## config.mk

```make
export PLATFORM = sky130hd
export DESIGN_NAME = lane_traffic
export DESIGN_NICKNAME = d
export VERILOG_FILES = /design/src/rtl/lane_traffic_pkg.sv /design/src/rtl/lane_traffic_lane_unit.sv /design/src/rtl/lane_traffic.sv
export SDC_FILE = /design/constraint.sdc
export NUM_CORES = 1
export LEC_CHECK = 0
export CAP_MARGIN = 20
export CORE_ASPECT_RATIO = 0.6
export CORE_MARGIN = 2
export CORE_UTILIZATION = 56
export DETAILED_ROUTE_END_ITERATION = 10
export PLACE_DENSITY = 0.8
export REMOVE_ABC_BUFFERS = 1
export SYNTH_ARGS = -nofsm -noshare
export SYNTH_HDL_FRONTEND = slang
export SYNTH_SLANG_ARGS = --single-unit
```

## constraint.sdc

```tcl
create_clock -name CLK -period 5.03 [get_ports CLK]
set_input_delay 1.509 -clock CLK [delete_from_list [all_inputs] [get_ports CLK]]
set_output_delay 1.509 -clock CLK [all_outputs]
set_load 0.01 [all_outputs]
```

## src/rtl/lane_traffic_pkg.sv

```systemverilog
// Shared constants and geometry helpers for the lane traffic generator.
package lane_traffic_pkg;

  localparam int unsigned LT_H_DISPLAY     = 640;
  localparam int unsigned LT_V_DISPLAY     = 480;
  localparam int unsigned LT_CAR_WIDTH     = 32;
  localparam int unsigned LT_CAR_HEIGHT    = 24;
  localparam int unsigned LT_PLAYER_WIDTH  = 16;
  localparam int unsigned LT_PLAYER_HEIGHT = 16;
  localparam int unsigned LT_LANE_Y0       = 320;
  localparam int unsigned LT_LANE_PITCH    = 32;
  localparam int unsigned LT_LANE_STAGGER  = 96;
  localparam int unsigned LT_STEP_BASE     = 4;

  localparam int unsigned POS_W = 11;
  typedef logic [POS_W-1:0] pos_t;

  // Car positions run over [0, WRAP) so a car fully leaves one edge before re-entering.
  function automatic int unsigned calc_wrap(input int unsigned h_display,
                                            input int unsigned car_width);
    return h_display + car_width;
  endfunction

  // Top line of a lane's car box, centred vertically within the lane pitch.
  function automatic int unsigned lane_top(input int unsigned lane,
                                           input int unsigned y0,
                                           input int unsigned pitch,
                                           input int unsigned car_h);
    return y0 + lane * pitch + (pitch - car_h) / 2;
  endfunction

  // Cars evenly spaced along the wrap, with each lane shifted by its stagger.
  function automatic pos_t reset_pos(input int unsigned car,
                                     input int unsigned cars,
                                     input int unsigned lane,
                                     input int unsigned stagger,
                                     input int unsigned wrap);
    return pos_t'((car * wrap / cars + lane * stagger) % wrap);
  endfunction

endpackage

```

## src/rtl/lane_traffic_lane_unit.sv

```systemverilog
// One traffic lane: frame divider, car positions with edge wrap, per-pixel car hit.
module lane_unit
  import lane_traffic_pkg::*;
#(
  parameter int unsigned LANE_IDX      = 0,
  parameter int unsigned CARS_PER_LANE = 2,
  parameter int unsigned H_DISPLAY     = LT_H_DISPLAY,
  parameter int unsigned CAR_WIDTH     = LT_CAR_WIDTH,
  parameter int unsigned CAR_HEIGHT    = LT_CAR_HEIGHT,
  parameter int unsigned LANE_Y0       = LT_LANE_Y0,
  parameter int unsigned LANE_PITCH    = LT_LANE_PITCH,
  parameter int unsigned LANE_STAGGER  = LT_LANE_STAGGER,
  parameter logic [3:0]  DIV           = 4'd1
) (
  input  logic       CLK,
  input  logic       RST,
  input  logic       move,
  input  pos_t       step,
  input  logic [9:0] h_count,
  input  logic [9:0] v_count,
  output logic       car_hit
);

  localparam int unsigned WRAP      = calc_wrap(H_DISPLAY, CAR_WIDTH);
  localparam pos_t        WRAP_V    = pos_t'(WRAP);
  localparam pos_t        CW_V      = pos_t'(CAR_WIDTH);
  localparam pos_t        Y_TOP_V   = pos_t'(lane_top(LANE_IDX, LANE_Y0, LANE_PITCH, CAR_HEIGHT));
  localparam pos_t        Y_BOT_V   = Y_TOP_V + pos_t'(CAR_HEIGHT);
  localparam logic [4:0]  DIV_EFF   = (DIV == 4'd0) ? 5'd1 : {1'b0, DIV};
  localparam bit          MOVE_LEFT = (LANE_IDX % 2) == 1;

  pos_t                     pos     [CARS_PER_LANE];
  pos_t                     pos_nxt [CARS_PER_LANE];
  logic [3:0]               div_cnt;
  logic                     lane_tick;
  logic [CARS_PER_LANE-1:0] in_x;
  pos_t                     hx;
  pos_t                     vv;

  assign lane_tick = move && (({1'b0, div_cnt} + 5'd1) == DIV_EFF);

  // Next positions after one lane move, wrapping at either edge.
  always_comb begin
    pos_nxt = pos;
    for (int unsigned j = 0; j < CARS_PER_LANE; j++) begin
      if (MOVE_LEFT)
        pos_nxt[j] = (pos[j] < step) ? (pos[j] + WRAP_V - step) : (pos[j] - step);
      else
        pos_nxt[j] = ((pos[j] + step) >= WRAP_V) ? (pos[j] + step - WRAP_V) : (pos[j] + step);
    end
  end

  // Divider counter and car positions advance only on enabled frame starts.
  always_ff @(posedge CLK or posedge RST) begin
    if (RST) begin
      div_cnt <= '0;
      for (int unsigned j = 0; j < CARS_PER_LANE; j++)
        pos[j] <= reset_pos(j, CARS_PER_LANE, LANE_IDX, LANE_STAGGER, WRAP);
    end else if (move) begin
      if (lane_tick) begin
        div_cnt <= '0;
        pos     <= pos_nxt;
      end else begin
        div_cnt <= div_cnt + 4'd1;
      end
    end
  end

  // Pixel-in-car test; h is offset by CAR_WIDTH so the left edge pos-CAR_WIDTH never goes negative.
  always_comb begin
    hx = {1'b0, h_count} + CW_V;
    vv = {1'b0, v_count};
    in_x = '0;
    for (int unsigned j = 0; j < CARS_PER_LANE; j++)
      in_x[j] = (pos[j] <= hx) && (hx < (pos[j] + CW_V));
    car_hit = (vv >= Y_TOP_V) && (vv < Y_BOT_V) && (|in_x);
  end

endmodule

```

## src/rtl/lane_traffic.sv

```systemverilog
// Multi-lane traffic generator: car pixel flag and per-frame player collision report.
module lane_traffic
  import lane_traffic_pkg::*;
#(
  parameter int unsigned NUM_LANES     = 4,
  parameter int unsigned CARS_PER_LANE = 2,
  parameter int unsigned H_DISPLAY     = LT_H_DISPLAY,
  parameter int unsigned V_DISPLAY     = LT_V_DISPLAY,
  parameter int unsigned CAR_WIDTH     = LT_CAR_WIDTH,
  parameter int unsigned CAR_HEIGHT    = LT_CAR_HEIGHT,
  parameter int unsigned PLAYER_WIDTH  = LT_PLAYER_WIDTH,
  parameter int unsigned PLAYER_HEIGHT = LT_PLAYER_HEIGHT,
  parameter int unsigned LANE_Y0       = LT_LANE_Y0,
  parameter int unsigned LANE_PITCH    = LT_LANE_PITCH,
  parameter int unsigned LANE_STAGGER  = LT_LANE_STAGGER,
  parameter int unsigned STEP_BASE     = LT_STEP_BASE,
  parameter logic [31:0] LANE_DIV      = 32'h0000_1212
) (
  input  logic       CLK,
  input  logic       RST,
  input  logic       enable,
  input  logic       frame_start,
  input  logic [9:0] h_count,
  input  logic [9:0] v_count,
  input  logic [9:0] player_x,
  input  logic [9:0] player_y,
  input  logic [2:0] level,
  output logic       car_pixel,
  output logic       collision,
  output logic [2:0] collision_lane
);

  logic [NUM_LANES-1:0] car_hit;
  logic [NUM_LANES-1:0] player_hit;
  logic                 move;
  pos_t                 step;
  pos_t                 hh;
  pos_t                 vv;
  logic                 active;
  logic                 in_player;
  logic                 any_hit;
  logic [2:0]           hit_lane;
  logic                 hit_pending;
  logic [2:0]           pend_lane;

  assign move = frame_start & enable;
  assign step = pos_t'(STEP_BASE) + pos_t'(level);

  for (genvar gi = 0; gi < NUM_LANES; gi++) begin : g_lane
    lane_unit #(
      .LANE_IDX      (gi),
      .CARS_PER_LANE (CARS_PER_LANE),
      .H_DISPLAY     (H_DISPLAY),
      .CAR_WIDTH     (CAR_WIDTH),
      .CAR_HEIGHT    (CAR_HEIGHT),
      .LANE_Y0       (LANE_Y0),
      .LANE_PITCH    (LANE_PITCH),
      .LANE_STAGGER  (LANE_STAGGER),
      .DIV           (LANE_DIV[4*gi +: 4])
    ) u_lane (
      .CLK     (CLK),
      .RST     (RST),
      .move    (move),
      .step    (step),
      .h_count (h_count),
      .v_count (v_count),
      .car_hit (car_hit[gi])
    );
  end

  // Active-area, player-box and lowest-lane priority decode for the current pixel.
  always_comb begin
    hh        = {1'b0, h_count};
    vv        = {1'b0, v_count};
    active    = (hh < pos_t'(H_DISPLAY)) && (vv < pos_t'(V_DISPLAY));
    in_player = (hh >= {1'b0, player_x}) && (hh < ({1'b0, player_x} + pos_t'(PLAYER_WIDTH))) &&
                (vv >= {1'b0, player_y}) && (vv < ({1'b0, player_y} + pos_t'(PLAYER_HEIGHT)));
    player_hit = car_hit & {NUM_LANES{in_player & active}};
    any_hit    = |player_hit;
    hit_lane   = '0;
    for (int unsigned k = NUM_LANES; k > 0; k--)
      if (player_hit[k-1]) hit_lane = 3'(k - 1);
  end

  // Registered pixel flag; sticky per-frame hit reported as a pulse at frame start.
  always_ff @(posedge CLK or posedge RST) begin
    if (RST) begin
      car_pixel      <= 1'b0;
      collision      <= 1'b0;
      collision_lane <= '0;
      hit_pending    <= 1'b0;
      pend_lane      <= '0;
    end else begin
      car_pixel <= active & (|car_hit);
      if (frame_start) begin
        collision   <= hit_pending & enable;
        hit_pending <= 1'b0;
        if (hit_pending & enable) collision_lane <= pend_lane;
      end else begin
        collision <= 1'b0;
        if (!enable) begin
          hit_pending <= 1'b0;
        end else if (any_hit) begin
          hit_pending <= 1'b1;
          if (!hit_pending || (hit_lane < pend_lane)) pend_lane <= hit_lane;
        end
      end
    end
  end

endmodule

```

* Word level (Yosys, flattened, before mapping)
Cells that the tools add are included.
** Word-level totals
- Register bits :: 113
- Bits of input ports :: 47
- Output and inout port bits :: 5
- Word-level logic and storage cells :: 165
** Cells by class
- $add $sub $neg :: 40
- Magnitude comparators :: 39
- Equal/unequal tests :: 5
- Muxes and demuxes :: 20
- Bitwise operators :: 6
- Reduce and logical (&&, ||, !) cells :: 38
** Operators with widths (count)
- adder 11 x 6 -> 11 bit, second input constant :: 8
- less-or-equal comparator 11 bit :: 8
- less-than comparator 11 bit :: 8
- 2-to-1 mux 11 bit :: 8
- subtractor 11 x 4 -> 11 bit :: 8
- less-than comparator 10 x 9 -> 1 bit, second input constant :: 5
- adder 11 x 10 -> 11 bit, second input constant :: 4
- adder 11 x 4 -> 11 bit :: 4
- >= comparator 11 x 10 -> 1 bit, second input constant :: 4
- less-than comparator 11 x 4 -> 1 bit :: 4
- subtractor 11 x 10 -> 11 bit, second input constant :: 4
- >= comparator 10 x 9 -> 1 bit, second input constant :: 4
- logical AND 1 bit :: 24
- adder 10 x 5 -> 11 bit, second input constant :: 2
- less-than comparator 10 x 11 -> 1 bit :: 2
- adder 4 x 1 -> 5 bit, second input constant :: 4
- >= comparator 10 bit :: 2
- adder 4 x 1 -> 4 bit, second input constant :: 4
- 2-to-1 mux 4 bit :: 4
- adder 10 x 6 -> 11 bit, second input constant :: 1
- == test 5 x 1 -> 1 bit, second input constant :: 2
- == test 5 x 2 -> 1 bit, second input constant :: 2
- less-than comparator 10 bit, second input constant :: 1
- AND reduction 2 bit :: 5
- 14 further kinds :: 26

* Longest topological paths before layout
- Depth after elaboration :: 14
- Depth in mapped cells :: 19
- Gate-level depth less buffers :: 19

* Modules after synthesis
From an unflattened synthesis, not the netlist that was laid out.
** Second synthesis, totals
- Cells, all modules :: 2051
- Area total of the unflattened synthesis :: 17167.7 um^2
** By module, submodules not included
- lane_unit at g_lane[1].u_lane ... :: times used 2, cells an instance 515, area an instance 4337.9 um^2, sequential area each 658.1 um^2
- lane_unit at g_lane[0].u_lane :: times used 1, cells an instance 415, area an instance 3575.9 um^2, sequential area each 654.4 um^2
- lane_unit at g_lane[2].u_lane :: times used 1, cells an instance 431, area an instance 3552.2 um^2, sequential area each 655.6 um^2
- lane_traffic :: times used 1, cells an instance 175, area an instance 1363.8 um^2, sequential area each 175.2 um^2

* Worst setup path before layout
Ideal clock, no wire load.
- Path type :: input to register
- Start :: input port h_count[5]
- End :: register pend_lane[1]
- Library setup time :: 0.129 ns
- Data arrival time :: 5.304 ns
- Required time :: 4.901 ns
- Path slack :: -0.403 ns
- Stages on the path :: 19
- Path buffers :: 0
- Cells stage by stage :: ha_1 xnor2_1 inv_1 ha_1 o21ai_0 nor2_1 o22a_1 maj3_1 maj3_1 a221o_1 o211ai_1 nor2b_1 ha_1 nor2b_1 o21ai_0 and3_1 o31ai_1 o21ai_1 o21ai_0
** On the way
- Longest elaborated chain between the ends :: 13
- Elaborated cells on any way between the ends :: 50
- Classes of those cells :: 1 x add/sub; 20 x order compare; 4 x mux; 2 x bitwise; 23 x reduce/logical
** Ends and longest elaborated chain
- start: declaration :: RTL line lane_traffic.sv:23 : input logic [9:0] h_count,
- adder 10 x 6 -> 11 bit (tied with other cells) :: RTL line lane_traffic_lane_unit.sv:71 : hx = {1'b0, h_count} + CW_V;
- less-or-equal comparator 11 bit (tied with other cells) :: RTL line lane_traffic_lane_unit.sv:75 : in_x[j] = (pos[j] <= hx) && (hx < (pos[j] + CW_V));
- logical AND 1 bit (on tied branches) :: RTL line lane_traffic_lane_unit.sv:75, lane_traffic.sv:76
- OR reduction 2 bit or logical AND 1 bit (tied branches) :: RTL line lane_traffic_lane_unit.sv:76, lane_traffic.sv:77
- logical AND 1 bit or bitwise AND 1 bit (tied branches) :: RTL line lane_traffic_lane_unit.sv:76, lane_traffic.sv:78
- bitwise AND 4 bit (*) :: RTL line lane_traffic.sv:78 : player_hit = car_hit & {NUM_LANES{in_player & active}};
- 2-to-1 mux 2 bit :: RTL line lane_traffic.sv:82 : if (player_hit[k-1]) hit_lane = 3'(k - 1);
- 2-to-1 mux 3 bit (2 in series) :: RTL line lane_traffic.sv:82
- 2-to-1 mux 3 bit (*) :: RTL line lane_traffic.sv:82
- named net hit_lane[1] :: RTL line lane_traffic.sv:42 : logic [2:0] hit_lane;
- less-than comparator 3 bit :: RTL line lane_traffic.sv:105 : if (!hit_pending || (hit_lane < pend_lane)) pend_lane <= hit_lane;
- logical OR 1 bit :: RTL line lane_traffic.sv:105
- AND reduction 4 bit (no source line)
- end signal: assignment :: RTL line lane_traffic.sv:105
- end: declaration :: RTL line lane_traffic.sv:44 : logic [2:0] pend_lane;
The timed path passes the listed nets; every way through them passes the cells marked *.
A chain may end at the register's enable or synchronous reset.

* Worst setup path after layout
Same ends and word-level chain as after synthesis.

==> results.toml <==
[power]
leakagePower_nw = 7.82
clockPowerShare_pct = 10.9
p_sw_share_pct = 48.2
peakVddDrop_v = 0.000318
p_seq_share_pct = 24.8
comb_power_share_pct = 64.4
power_density_mw_per_mm2 = 438
p_sw_mw = 3.51
p_int_mw = 3.78

[outcome]
status = "finished, final reports clean"

[yosys]
syn_avg_cell_area_um2 = 8.52
yosysWarnings = 0
synthTopCellsByArea = "ha_1 (26%), dfrtp_1 (16%), xnor2_1 (6.6%)"
ys_types = 81
syn_inst = 1671
synth_flop_cell = "dfrtp_1"
ys_seq_elements = 111
ys_seq_area_share_pct = 19.7
yosysTopAreaCell = "ha_1"
synth-edff-count = 0
synth_top_area_share_pct = 26.4
synthesis.area_mm2 = 0.0142
synth-async-reset-ratio_pct = 100

[placement]
gp_congestion = 0.976
dp.final_hpwl_mm = 33.1
io_buffers = 50
place_ws_ns = -0.685

[drt]
viasPerCell = 6.05
wl_per_cell_um = 19.3
drc = 0
drt_wl_total_mm = 41.9
ant_nets = 0
first_pass_iters = 7
dr.first_iter.drc_count = 1122
vias = 13100

[global_route]
antenna_found_initial = 0
grt.total_usage_pct = 32.2
grt_max_degree = 68
grt_pass1_vias = 12900
grt_pass1_wl_mm = 67.5
grt.overflow.total = 0

[floorplanning]
pin_count = 52
dieWidth_um = 210
initial_core_util_pct = 56.7
rows = 45
dieArea_mm2 = 0.0268
fp.dieH_um = 128
core_area_mm2 = 0.0251

[cells_and_area]
final_common_cell = "ha_1"
drive_above_1_share_pct = 12.9
areaGrowthSynthToFinish_pct = 17.1
fin_nets = 2205
final_cell_mix = "ha_1 (295), nand2_1 (148), buf_4 (147)"
num_antenna_cells = 0
utilization_pct = 66.4
nFillCells = 2047

[timing]
finalClockSkew_ns = 0.0132
post-route-min-period_ns = 4.91
drv_slew = 0
hold_violations = 0
timing.setup.tns_ns = 0
setup_viol = 0
worst_slack_ns = 0.120
max_slew.worst_pin.slew_ns = 0.630
fmax_mhz = 204
fin_crit_sh_pct = 97.6
slew_headroom_pct = 58.0
rsz0062_at_grt = "true"
whs_ns = 0.493

[worst_setup_path]
crit_required_ns = 5.32
crit_type = "input port to register"
cp-end-kind = "register"
crit_chain = "clkdlybuf4s15_1 -> buf_4 -> inv_1 -> buf_4 -> buf_4 -> ha_1 -> nand4b_1 -> or4b_2 -> nor3_1 -> o211ai_1 -> nand3_2 -> nor2b_2 -> ha_1 -> nor2b_1 -> o21ai_1 -> and3_1 -> o31ai_2 -> o21ai_1 -> o21ai_0"
cpMaxStageDelayCell = "or4b_2"
critPathMaxFanout = 6
worst_path_most_repeated_cell = "buf_4"
cp.arrival_ns = 5.20
start_kind = "input port"
r2r_setup_slack_ns = 0.90
max_stage_delay_ns = 0.66

[clock_tree]
clockBufferDepth = 2
cts_buffers = 9
clock-sinks = 111
clk-insertion-delay-late_ns = 0.41
cts_tree = "done"
ctsHoldBuffers = 0
cts_root_buf = "clkbuf_16"
htreeDepth = 3
path_clk_slew_ns = 0.09

[flow_run]
drv_cap = 0

[hold_path]
min_path_type = "register to register"
==> power by group through the flow <==
stage | Clock (mW) | Combinational, mW | Sequential, mW
3_5_place_dp | 0 | 4.54 | 1.80
6_report | 0.794 | 4.70 | 1.81
4_1_cts | 0.807 | 4.59 | 1.78
5_1_grt | 0.846 | 5.27 | 1.85
3_3_place_gp | 0 | 4.32 | 1.77
2_1_floorplan | 0 | 3.22 | 1.59
==> layer usage <==
layer	up-vias	GRT usage (%)	part of all wire [%]
met5	-	0	0
met4	0	9.76	2.8
met3	102	7.82	9.7
met2	529	48.1	41
met1	6247	46.0	46
li1	6267	-	-
==> synth_stat cells (all sizes together), types with 17 or more instances <==
cell,n
dfstp,19
dfrtp,92
fa,20
nand3,60
o21a,22
a21oi,86
nand2b,17
nor2,78
o21ai,132
o211ai,28
inv,152
ha,300
nand2,148
a211oi,18
xor2,45
nor3,27
nand4,21
xnor2,109
clkbuf,42
nor2b,26
==> registers in the layout, summed over array words and instances (netlist names) <==
| name | cells |
|---|---|
| g_lane.u_lane.pos | 88 |
| collision_lane | 2 |
| hit_pending | 1 |
| g_lane.u_lane.div_cnt | 16 |
| car_pixel | 1 |
| collision | 1 |
| pend_lane | 2 |
==> layout make-up <==
| type | count | area [um2] | share of cell area, % |
|---|---|---|---|
| timing repair buffer | 203 | 1730 | 10.4 |
| clock inverter | 7 | 78.8 | 0.473 |
| multi-input combinational | 1361 | 10800 | 65.1 |
| sequential | 111 | 2800 | 16.8 |
| clock buffer | 9 | 225 | 1.35 |
| tap | 329 | 412 | 2.47 |
| inverter | 152 | 573 | 3.44 |
==> cells by family after synthesis <==
family / Yosys count / share of synthesized area [%]
AOI/OAI and AO/OA: 411 / 18.5
buffers and inverters: 199 / 5.35
DFF: 111 / 19.7
muxes: 17 / 1.27
other: 1 / 0.0263
and+or+nand+nor: 451 / 15.7
adders and majority gates: 325 / 29.5
xor gates and xnor gates: 156 / 9.97
==> worst max-delay path: cells and delay by family <==
kind / cells / cell delay, ns
compound gates: 5 / 0.63
fa+ha+maj: 2 / 0.60
buf+inv: 5 / 0.85
simple gates: 7 / 1.60
==> what timing repair did <==
action                     4_1_cts  5_1_grt
setup endpoints to repair        2        4
setup buffers                    1        1
pin swaps                        0        9
resized for setup               12       35
==> metrics by stage <==
step	power [mW]	cells	area [um2]
after detailed placement	6.33	2154	16200
after global routing	7.96	2172	16700
final	7.30	2172	16700
after floorplan	4.82	1624	14000
after CTS	7.18	2171	16500
after global placement	6.10	2154	16200
==> worst paths after layout <==
check                                                   startpoint                                       to  depth (start not counted)
setup / recovery                                        h_count[5]                 pend_lane[1]$_DFFE_PP0P_                         19
hold / removal             g_lane[0].u_lane.div_cnt[3]$_DFFE_PP0P_  g_lane[0].u_lane.div_cnt[3]$_DFFE_PP0P_                          1
setup reg to reg               g_lane[2].u_lane.pos[5]$_DFFE_PP0P_                 pend_lane[1]$_DFFE_PP0P_                         18
hold reg to reg            g_lane[0].u_lane.div_cnt[3]$_DFFE_PP0P_  g_lane[0].u_lane.div_cnt[3]$_DFFE_PP0P_                          1
max in group asynchronous                                      RST     g_lane[2].u_lane.pos[17]$_DFFE_PP1P_                          3
min in group asynchronous                                      RST  g_lane[1].u_lane.div_cnt[1]$_DFFE_PP0P_                          2
Note: power is estimated with default switching activity, not from simulation.
